## config.mk

```make
export PLATFORM = sky130hd
export DESIGN_NAME = jump_offset_sequencer
export DESIGN_NICKNAME = d
export VERILOG_FILES = /design/src/rtl/jump_ctrl_pkg.sv /design/src/rtl/jump_offset_sequencer.sv
export SDC_FILE = /design/constraint.sdc
export NUM_CORES = 1
export LEC_CHECK = 0
export ABC_CLOCK_PERIOD_IN_PS = 1900
export BUFFER_PORTS_ARGS = -buffer_cell sky130_fd_sc_hd__buf_2
export CORE_MARGIN = 3
export CORE_UTILIZATION = 45
export DETAILED_ROUTE_END_ITERATION = 10
export HOLD_SLACK_MARGIN = 0.06
export PLACE_DENSITY = 0.8
export REMOVE_ABC_BUFFERS = 1
export SYNTH_ARGS = -nofsm -noshare
export SYNTH_HDL_FRONTEND = slang
export SYNTH_SLANG_ARGS = --single-unit
```

## constraint.sdc

```tcl
create_clock -name CLK -period 1.9 [get_ports CLK]
set_input_delay 0.38 -clock CLK [delete_from_list [all_inputs] [get_ports CLK]]
set_output_delay 0.38 -clock CLK [all_outputs]
set_load 0.02 [all_outputs]
```

## src/rtl/jump_ctrl_pkg.sv

```systemverilog
// Shared definitions for the jump-offset control path.
//   state_e : sequencer FSM states (fixed 2-bit encodings)
//   gnt_e   : which requester currently owns the sequence
//   CNT_W   : width of the settle counter (SETTLE_CYCLES range 0..15)
package jump_ctrl_pkg;

    localparam int unsigned CNT_W = 4;

    typedef enum logic [1:0] {
        ST_IDLE   = 2'd0,
        ST_LOAD   = 2'd1,
        ST_SETTLE = 2'd2,
        ST_COMMIT = 2'd3
    } state_e;

    typedef enum logic [1:0] {
        GNT_NONE = 2'd0,
        GNT_DEC  = 2'd1,
        GNT_TRAP = 2'd2
    } gnt_e;

endpackage

```

## src/rtl/jump_offset_sequencer.sv

```systemverilog
// Multi-cycle controller for the jump-offset register and jump-target adder.
// Arbitrates offset writes between decoder and trap unit (trap has priority),
// pulses the offset register load enable, waits SETTLE_CYCLES for the target
// to settle, then commits it to the PC. Stalls fetch while busy.
//
// Ports:
//   CLK          in   clock, rising edge
//   Reset        in   asynchronous active-high reset
//   DecReq       in   decoder jump request (held until DecAck)
//   DecOffset    in   decoder offset
//   DecAck       out  one-cycle pulse: decoder jump committed
//   TrapReq      in   trap vectored-jump request (held until TrapAck)
//   TrapOffset   in   trap vector offset
//   TrapAck      out  one-cycle pulse: trap jump committed
//   Flush        in   aborts an uncommitted sequence (LOAD/SETTLE only)
//   OffsetChange out  load enable for the jump-offset register
//   OffsetData   out  registered offset captured at grant
//   PCJumpWrite  out  load jump target into PC
//   Stall        out  high while a sequence is in flight
module jump_offset_sequencer
    import jump_ctrl_pkg::*;
#(
    parameter int unsigned WIDTH         = 32,
    parameter int unsigned SETTLE_CYCLES = 1
) (
    input  logic             CLK,
    input  logic             Reset,
    input  logic             DecReq,
    input  logic [WIDTH-1:0] DecOffset,
    output logic             DecAck,
    input  logic             TrapReq,
    input  logic [WIDTH-1:0] TrapOffset,
    output logic             TrapAck,
    input  logic             Flush,
    output logic             OffsetChange,
    output logic [WIDTH-1:0] OffsetData,
    output logic             PCJumpWrite,
    output logic             Stall
);

    // Counter preload on SETTLE entry; unused when SETTLE_CYCLES is 0.
    localparam logic [CNT_W-1:0] SETTLE_INIT =
        (SETTLE_CYCLES > 0) ? CNT_W'(SETTLE_CYCLES - 1) : '0;

    state_e             state_q, state_d;
    gnt_e               gnt_q, gnt_d;
    logic [CNT_W-1:0]   cnt_q, cnt_d;
    logic [WIDTH-1:0]   offset_data_q, offset_data_d;

    always_ff @(posedge CLK or posedge Reset) begin
        if (Reset) begin
            state_q       <= ST_IDLE;
            gnt_q         <= GNT_NONE;
            cnt_q         <= '0;
            offset_data_q <= '0;
        end else begin
            state_q       <= state_d;
            gnt_q         <= gnt_d;
            cnt_q         <= cnt_d;
            offset_data_q <= offset_data_d;
        end
    end

    always_comb begin
        state_d       = state_q;
        gnt_d         = gnt_q;
        cnt_d         = cnt_q;
        offset_data_d = offset_data_q;

        case (state_q)
            ST_IDLE: begin
                if (!Flush) begin
                    if (TrapReq) begin
                        gnt_d         = GNT_TRAP;
                        offset_data_d = TrapOffset;
                        state_d       = ST_LOAD;
                    end else if (DecReq) begin
                        gnt_d         = GNT_DEC;
                        offset_data_d = DecOffset;
                        state_d       = ST_LOAD;
                    end
                end
            end
            ST_LOAD: begin
                // Abort leaves the offset register write in place; only the
                // PC commit is suppressed.
                if (Flush) begin
                    state_d = ST_IDLE;
                    gnt_d   = GNT_NONE;
                end else if (SETTLE_CYCLES > 0) begin
                    state_d = ST_SETTLE;
                    cnt_d   = SETTLE_INIT;
                end else begin
                    state_d = ST_COMMIT;
                end
            end
            ST_SETTLE: begin
                if (Flush) begin
                    state_d = ST_IDLE;
                    gnt_d   = GNT_NONE;
                end else if (cnt_q == '0) begin
                    state_d = ST_COMMIT;
                end else begin
                    cnt_d = cnt_q - CNT_W'(1);
                end
            end
            ST_COMMIT: begin
                // Flush is deliberately ignored here: the commit always completes.
                state_d = ST_IDLE;
                gnt_d   = GNT_NONE;
            end
            default: begin
                state_d = ST_IDLE;
                gnt_d   = GNT_NONE;
            end
        endcase
    end

    // Moore outputs: decoded from registered state only.
    assign OffsetChange = (state_q == ST_LOAD);
    assign PCJumpWrite  = (state_q == ST_COMMIT);
    assign DecAck       = (state_q == ST_COMMIT) && (gnt_q == GNT_DEC);
    assign TrapAck      = (state_q == ST_COMMIT) && (gnt_q == GNT_TRAP);
    assign Stall        = (state_q != ST_IDLE);
    assign OffsetData   = offset_data_q;

endmodule

```

==> flow_summary.yaml, run 1 <==
status:
  outcome: "completed"
die:
  die_height_um: 73.3
  dieArea_mm2: 0.00538
  rows: 23
  coreArea_mm2: 0.00417
  num_io_pins: 106
  die_w_um: 73.3
  start_util_pct: 48.9
power_and_ir_drop:
  internal_power_w: 0.00238
  vdd_drop_max_mv: 0.695
  seqPwrFrac_pct: 35.5
  p_sw_share_pct: 41.4
  leakage_nw: 1.46
  total_power_w: 0.00407
  power.density_mw_per_mm2: 1470
  power_frac_clock_pct: 16.6
  p_sw_w: 0.00168
  pwr-share-comb_pct: 47.9
timing:
  rsz0062_at_grt: "false"
  final_hold_viol_count: 0
  finalCritPeriodShare_pct: 96.1
  worst_slack_ns: 0.0746
  worst_pin_slew_ns: 0.546
  drv_slew: 0
  fin_skew_ns: 0.00775
  fin_crit_ns: 1.83
  max_freq_ghz: 0.548
  maxSlewHeadroom_pct: 63.6
  finalSetupViolations: 0
  whs_ns: 0.362
global_route:
  grt_start_max_net_pins: 35
  grt_usage_pct: 18.0
  grt_pass1_vias: 1685
  gr-total-overflow: 0
  grt_pass1_wl_um: 7540
  antenna_found_initial: 0
synth:
  synth.distinct_cells: 29
  synth_seq_cells: 40
  netlist_top_cells_area: "dfrtp_1 49%, mux2i_1 16%, o21ai_0 16%"
  syn_inst: 197
  yosysTopAreaCell: "dfrtp_1"
  seq_area_frac_synth_pct: 49.0
  yosys.area.top_type_share_pct: 49.0
  syn_area_mm2: 0.00204
  syn_area_per_cell_um2: 10.4
  yosys_warnings: 0
routing:
  drt_iter0_markers: 133
  drtPass1Iterations: 4
  viasPerCell: 5.16
  wl_per_cell_um: 13.8
  wirelength_um: 4900
  num_vias: 1836
  drc: 0
  antenna_left: 0
clock_network:
  cts.path.max_buffers: 2
  clk_latency_ns: 0.29
  clock_sinks: 40
  cts-htree-levels: 2
  path_clk_slew_ns: 0.08
  numCtsBuffers: 5
  post_cts_buffers: 0
  root_buffer: "clkbuf_8"
  cts_tree: "yes"
critical_path:
  worstPathMaxFanout: 19
  start_kind: "flip-flop"
  rrSetupSlack_ns: 0.21
  crit_required_ns: 1.52
  arrival_ns: 1.45
  crit_path_end_kind: "output pin"
  crit_type: "flip-flop to output pin"
cells_and_area:
  fill_cells: 345
  drive_gt1_share_pct: 40.8
  regArea_mm2: 0.00100
  multi_input_area_um2: 952
  area_delta_synth_final_pct: 35.6
  antenna_cells: 0
  layout_commonest_cell: "buf_2"
  nets: 381
  layout_common_cells: "104 x buf_2, 65 x o21ai_0, 40 x dfrtp_1"
  stdcell_count: 356
placed_design:
  gp_congestion: 0.737
  port_buffers: 105
  pre_cts_slack_ns: 0.194
  dpl.hpwl_um: 3710
  dp.cells: 347
flow_run:
  maxCapViolCount: 0
worst_hold_path:
  hp-class: "input pin to flip-flop"
-- cells by family (layout without fill, tap and decap cells) --
family | Yosys count | after routing | synth area share (%)
multiplexers | 34 | 34 | 16.7
flip-flops | 40 | 40 | 49.0
AO/OA/AOI/OAI | 78 | 78 | 20.4
AND/OR/NAND/NOR | 17 | 17 | 5.09
buffers and inverters | 21 | 130 | 4.41
adder cells (fa/ha/maj) | 7 | 7 | 4.29
-- layout make-up --
| cell class | instances | area share (%) |
|---|---|---|
| Clock buffer | 6 | 2.62 |
| Clock inverter | 2 | 1.27 |
| Inverter | 8 | 1.08 |
| Multi-Input combinational cell | 136 | 34.4 |
| Sequential cell | 40 | 36.2 |
| Tap cell | 50 | 2.26 |
| Timing Repair Buffer | 114 | 22.2 |
-- per-layer routing --
layer	vias to the layer above	share of wire (%)	track usage [%]
met1	825	43	23.2
li1	919	-	-
met5	-	0	0
met3	7	8.1	3.01
met4	0	1.6	7.24
met2	85	47	30.1
-- what timing repair did --
| action | CTS | global route |
|---|---|---|
| hold buffers | 1 | 0 |
| resized for setup | 1 | 2 |
| hold endpoints to repair | 9 | 0 |
| endpoints found under the setup margin | 1 | 1 |
| pin swaps | 0 | 0 |
-- through the flow --
step / area, um^2 / setup TNS (ns) / utilization (%)
2_1_floorplan: 1980 / -4.28 / -
3_3_place_gp: 2640 / 0 / 63.3
3_5_place_dp: 2640 / 0 / 63.3
4_1_cts: 2760 / 0 / 66.2
5_1_grt: 2770 / 0 / 66.3
6_report: 2770 / 0 / 66.3
-- power by group through the flow --
stage               Clock [W]  Sequential, W  Combinational, W
floorplan                   0        0.00184          0.000787
global placement            0        0.00144           0.00189
detailed placement          0        0.00146           0.00193
CTS                  0.000686        0.00145           0.00195
global route         0.000737        0.00149           0.00214
finish               0.000674        0.00145           0.00195
-- worst max-delay path, cell delays in order, from the launching register on --
cell and delay (ns):
dfrtp_1 0.42, inv_1 0.13, ha_2 0.23, inv_1 0.07, buf_6 0.15, buf_4 0.16
-- cells in the mapped netlist --
cell and count:
mux2_2 1, or4_1 2, o21ai_0 65, and4bb_4 1
or3_1 1, o21bai_1 1, a21oi_1 1, inv_1 8
o21ai_1 4, o22a_1 1, or2_1 1, clkbuf_2 3
ha_1 7, a21boi_0 1, nor2b_1 3, buf_4 1
o2bb2ai_1 1, buf_2 3, and3_1 1, nand2_1 4
or3b_2 1, mux2i_1 33, a22oi_1 1, clkbuf_1 6
nor2_1 3, dfrtp_1 40, o21bai_2 1, a21boi_1 1
o31ai_1 1
-- state kept, by name, indices dropped and copies added, names as in the netlist --
signal	cells
gnt_q	2
OffsetData	32
cnt_q	4
state_q	2
-- path summary, 6_finish.rpt --
check                                            from                    endpoint  depth (start not counted)
max in group asynchronous                       Reset  OffsetData[24]$_DFFE_PP0P_                          4
max reg2reg                    state_q[0]$_DFFE_PP0P_  OffsetData[21]$_DFFE_PP0P_                          6
max                            state_q[0]$_DFFE_PP0P_                       Stall                          5
min                                     DecOffset[15]  OffsetData[15]$_DFFE_PP0P_                          3
min reg2reg                OffsetData[14]$_DFFE_PP0P_  OffsetData[14]$_DFFE_PP0P_                          2
min in group asynchronous                       Reset        cnt_q[1]$_DFFE_PP0P_                          3
Power figures use the tool's default switching activity.
==> run 2: changes to the inputs <==
--- a/config.mk
+++ b/config.mk
@@ -5,13 +5,13 @@
 export SDC_FILE = /design/constraint.sdc
 export NUM_CORES = 1
 export LEC_CHECK = 0
-export ABC_CLOCK_PERIOD_IN_PS = 1900
+export ABC_CLOCK_PERIOD_IN_PS = 2300
 export BUFFER_PORTS_ARGS = -buffer_cell sky130_fd_sc_hd__buf_2
 export CORE_MARGIN = 3
-export CORE_UTILIZATION = 45
+export CORE_UTILIZATION = 49
 export DETAILED_ROUTE_END_ITERATION = 10
 export HOLD_SLACK_MARGIN = 0.06
-export PLACE_DENSITY = 0.8
+export PLACE_DENSITY = 0.95
 export REMOVE_ABC_BUFFERS = 1
 export SYNTH_ARGS = -nofsm -noshare
 export SYNTH_HDL_FRONTEND = slang
==> constraint.sdc (replaced) <==
create_clock -name CLK -period 2.3 [get_ports CLK]
set_input_delay 0.46 -clock CLK [delete_from_list [all_inputs] [get_ports CLK]]
set_output_delay 0.46 -clock CLK [all_outputs]
set_load 0.02 [all_outputs]
==> run 2 against run 1 <==
Core utilization rose by 4.5 points; non-clock buffer count decreased by 4; count of clock-buffer cells in the layout unchanged; combinational power fell by 19%; sequential share of layout area up 0.75 points; sequential power is 17% lower.
==> flow_summary.yaml, run 2 (synthesis results as in run 1) <==
status:
  outcome: "completed"
global_route:
  grt_start_max_net_pins: 41
  gr-total-overflow: 0
  grt_pass1_vias: 1889
  grt_pass1_wl_um: 8640
  grt_usage_pct: 21.3
  antenna_found_initial: 0
clock_network:
  root_buffer: "clkbuf_8"
  cts_tree: "yes"
  clock_sinks: 40
  numCtsBuffers: 5
  path_clk_slew_ns: 0.07
  cts.path.max_buffers: 2
  post_cts_resized: 0
  clk_latency_ns: 0.28
  post_cts_buffers: 0
  cts_hold_buf: 0
  cts-htree-levels: 2
die:
  start_util_pct: 53.3
  die_height_um: 70.5
  die_w_um: 70.5
  rows: 22
  coreArea_mm2: 0.00383
  num_io_pins: 106
  dieArea_mm2: 0.00498
flow_run:
  maxCapViolCount: 0
timing:
  final_hold_viol_count: 0
  worst_pin_slew_ns: 0.862
  drv_slew: 0
  finalCritPeriodShare_pct: 86.1
  fin_crit_ns: 1.98
  fin_skew_ns: 0.0104
  maxSlewHeadroom_pct: 42.5
  finalSetupViolations: 0
  rsz0062_at_grt: "false"
  max_freq_ghz: 0.505
  timing.setup.tns_ns: 0
power_and_ir_drop:
  seqPwrFrac_pct: 36.1
  vdd_drop_max_mv: 0.604
  power.density_mw_per_mm2: 1220
  p_sw_w: 0.00140
  internal_power_w: 0.00192
  leakage_nw: 1.44
  pwr-share-comb_pct: 47.6
  p_sw_share_pct: 42.3
  power_frac_clock_pct: 16.2
routing:
  wl_per_cell_um: 14.6
  num_vias: 1875
  viasPerCell: 5.36
  antenna_left: 0
  wirelength_um: 5100
  drc: 0
  drt_iter0_markers: 81
  drtPass1Iterations: 5
placed_design:
  dpl.hpwl_um: 3850
  placed_area_mm2: 0.00260
  gp_congestion: 0.884
  port_buffers: 105
cells_and_area:
  largest_reg_flops: 32
  fill_cells: 309
  drive_gt1_share_pct: 40.1
  area_delta_synth_final_pct: 32.9
  layout_common_cells: "105 x buf_2, 65 x o21ai_0, 40 x dfrtp_1"
  antenna_cells: 0
  fin_area_mm2: 0.00271
  nets: 377
  layout_commonest_cell: "buf_2"
critical_path:
  arrival_ns: 2.09
  rrSetupSlack_ns: 0.32
  crit_path_end_kind: "flip-flop"
  start_kind: "flip-flop"
  worstPathMaxFanout: 32
  crit_type: "flip-flop to flip-flop"
  crit_required_ns: 2.41
worst_hold_path:
  hp-class: "input pin to asynchronous set/reset pin"
[run 2: power groups by stage]
stage | registers (W) | clock network, W | logic (W)
floorplan | 0.00152 | 0 | 0.000650
global placement | 0.00119 | 0 | 0.00151
detailed placement | 0.00120 | 0 | 0.00160
CTS | 0.00120 | 0.000551 | 0.00160
global route | 0.00125 | 0.000572 | 0.00176
finish | 0.00120 | 0.000539 | 0.00158
[run 2: layout make-up]
type	count	area (um^2)	area share, %
clock buffers	6	72.6	2.68
clock inverters	2	35.0	1.29
multi-input cells	136	950	35.0
flip-flops and latches	40	1000	36.9
inverters	8	30.0	1.11
well taps	48	60.1	2.22
repair buffers	110	563	20.8
[run 2: per-layer routing]
metal,share of wire [%],routed length (um),vias to the layer above,GRT usage [%]
met4,1.9,95,0,7.31
met5,0,0,-,0
li1,-,-,910,-
met3,7.6,390,10,4.40
met2,50,2540,84,36.6
met1,41,2070,871,26.9
[run 2: final timing paths]
path | from | to | cells past startpoint
max reg2reg | state_q[0]$_DFFE_PP0P_ | OffsetData[23]$_DFFE_PP0P_ | 5
max in group asynchronous | Reset | OffsetData[22]$_DFFE_PP0P_ | 3
min reg2reg | OffsetData[21]$_DFFE_PP0P_ | OffsetData[21]$_DFFE_PP0P_ | 2
min | Reset | OffsetData[18]$_DFFE_PP0P_ | 3
min in group CLK | DecOffset[18] | OffsetData[18]$_DFFE_PP0P_ | 3
max | state_q[0]$_DFFE_PP0P_ | OffsetData[23]$_DFFE_PP0P_ | 5
[run 2: critical path, cell delays in order, from the launching register on]
cell	delay, ns
dfrtp_1	0.41
inv_1	0.10
ha_1	0.27
inv_1	0.12
or2_1	0.68
o21ai_0	0.23
[run 2: metrics by stage]
stage | power (W) | hold WS [ns] | setup slack [ns] | util [%] | std cells
2_1_floorplan | 0.00217 | 0.467 | 0.261 | - | 184
3_3_place_gp | 0.00270 | 0.483 | 0.437 | 68.1 | 342
3_5_place_dp | 0.00280 | 0.493 | 0.255 | 68.1 | 342
4_1_cts | 0.00335 | 0.302 | 0.247 | 70.9 | 350
5_1_grt | 0.00358 | 0.354 | 0.0793 | 70.9 | 350
6_report | 0.00332 | 0.280 | 0.320 | 70.9 | 350
==> run 3: changes to the inputs <==
--- a/config.mk
+++ b/config.mk
@@ -11,7 +11,7 @@
 export CORE_UTILIZATION = 49
 export DETAILED_ROUTE_END_ITERATION = 10
 export HOLD_SLACK_MARGIN = 0.06
-export PLACE_DENSITY = 0.95
+export PLACE_DENSITY = 0.91
 export REMOVE_ABC_BUFFERS = 1
 export SYNTH_ARGS = -nofsm -noshare
 export SYNTH_HDL_FRONTEND = slang
==> run 3 against run 2 <==
Wire length down 2.8%; critical path depth unchanged; maximum frequency down 7.1%; non-clock buffer count down 1; largest cell class unchanged; final cell count down 0.29%; combinational power about the same; die area unchanged; global-route usage about the same; count of clock-buffer cells in the layout up 1; clock skew down 0.0074 ns.
==> flow_summary.yaml, run 3 (synthesis results as in run 1) <==
status:
  outcome: "completed"
cells_and_area:
  area_delta_synth_final_pct: 31.4
  finish.utilization_pct: 70.1
  stdcell_count: 349
  antenna_cells: 0
  layout_common_cells: "105 x buf_2, 65 x o21ai_0, 40 x dfrtp_1"
  fin_area_mm2: 0.00268
  nets: 376
  largest_reg_flops: 32
  layout_commonest_cell: "buf_2"
  drive_gt1_share_pct: 39.5
routing:
  drc: 0
  num_vias: 1866
  drt_iter0_markers: 98
  viasPerCell: 5.35
  wirelength_um: 4950
  drtPass1Iterations: 4
  antenna_left: 0
  wl_per_cell_um: 14.2
placed_design:
  placed_area_mm2: 0.00260
  gp_congestion: 0.867
  port_buffers: 105
  dpl.hpwl_um: 3650
  dp.cells: 341
clock_network:
  cts-htree-levels: 2
  cts.path.max_buffers: 2
  numCtsBuffers: 5
  cts_tree: "yes"
  clock_sinks: 40
  cts_hold_buf: 0
  post_cts_buffers: 0
  post_cts_resized: 0
  root_buffer: "clkbuf_8"
  path_clk_slew_ns: 0.08
  clk_latency_ns: 0.29
timing:
  finalSetupViolations: 0
  worst_pin_slew_ns: 0.877
  max_freq_ghz: 0.469
  whs_ns: 0.277
  drv_slew: 0
  timing.setup.tns_ns: 0
  rsz0062_at_grt: "false"
  final_hold_viol_count: 0
  finalCritPeriodShare_pct: 92.6
  fin_skew_ns: 0.00297
  fin_crit_ns: 2.13
  maxSlewHeadroom_pct: 41.5
die:
  rows: 22
  dieArea_mm2: 0.00498
  coreArea_mm2: 0.00383
  die_height_um: 70.5
  die_w_um: 70.5
  num_io_pins: 106
  start_util_pct: 53.3
critical_path:
  worstPathMaxFanout: 33
  crit_path_end_kind: "output pin"
  r2r-end: "OffsetData[17]$_DFFE_PP0P_"
  crit_top_cell: "inv_1"
  r2r_cells: 5
  start_kind: "flip-flop"
  rrSetupSlack_ns: 0.38
  arrival_ns: 1.67
  slowest_delay_ns: 0.41
  worstReg2RegStart: "state_q[0]$_DFFE_PP0P_"
  slowest_stage: "dfrtp_1"
  crit_chain: "inv_1 > ha_1 > inv_1 > buf_4 > buf_2"
  crit_required_ns: 1.84
  crit_type: "flip-flop to output pin"
worst_hold_path:
  hp-class: "input pin to asynchronous set/reset pin"
power_and_ir_drop:
  pwr-share-comb_pct: 48.5
  internal_power_w: 0.00181
  seqPwrFrac_pct: 37.4
  leakage_nw: 1.43
  p_sw_w: 0.00140
  power.density_mw_per_mm2: 1200
  p_sw_share_pct: 43.7
  power_frac_clock_pct: 14.2
  vdd_drop_max_mv: 0.676
global_route:
  gr-total-overflow: 0
  grt_pass1_wl_um: 8490
  grt_pass1_vias: 1895
  grt_usage_pct: 21.3
  antenna_found_initial: 0
  grt_start_max_net_pins: 41
flow_run:
  maxCapViolCount: 0
run 3: changes by cell type in the layout (fill, tap and decap cells not counted):
cell,before,now
bufinv_16,1,0
clkinv_4,0,1
clkbuf_1,1,2
buf_4,5,4
clkinv_2,1,0
run 3: worst max-delay path by stage:
stage	from	to	slack [ns]
floorplan	state_q[0]$_DFFE_PP0P_	OffsetData[0]$_DFFE_PP0P_	0.26
global placement	TrapReq	OffsetData[19]$_DFFE_PP0P_	0.44
detailed placement	state_q[0]$_DFFE_PP0P_	OffsetData[17]$_DFFE_PP0P_	0.34
CTS	state_q[0]$_DFFE_PP0P_	Stall	0.16
global route	state_q[0]$_DFFE_PP0P_	Stall	0.03
finish	state_q[0]$_DFFE_PP0P_	Stall	0.17
run 3: power by group through the flow:
stage / registers, W / logic [W] / clock network [W]
finish: 0.00120 / 0.00156 / 0.000454
global route: 0.00124 / 0.00174 / 0.000498
CTS: 0.00120 / 0.00157 / 0.000474
detailed placement: 0.00120 / 0.00158 / 0
global placement: 0.00120 / 0.00151 / 0
floorplan: 0.00152 / 0.000650 / 0
run 3: area by class of cell:
type                       count  area (um^2)
tap                           48         60.1
sequential                    40         1000
inverter                       8         30.0
timing repair buffer         109          556
clock inverter                 1         8.76
clock buffer                   7         76.3
multi-input combinational    136          950
fill                         320         1140
run 3: through the flow:
step | setup slack, ns | power [W]
after floorplan | 0.261 | 0.00217
after global placement | 0.443 | 0.00270
after detailed placement | 0.339 | 0.00278
after CTS | 0.160 | 0.00324
after global routing | 0.0263 | 0.00348
final | 0.169 | 0.00321
run 3: critical path, delay by kind of cell (launching register included):
kind	cells	cell delay [ns]
adders and majority gates	1	0.26
DFF	1	0.41
buffers and inverters	4	0.70
run 3: per-layer routing:
metal / vias to the layer above / global-route usage [%] / share of wire (%)
met5: - / 0 / 0
met2: 79 / 37.0 / 50
met3: 9 / 4.83 / 7.8
met4: 0 / 7.72 / 1.6
li1: 916 / - / -
met1: 862 / 26.0 / 41
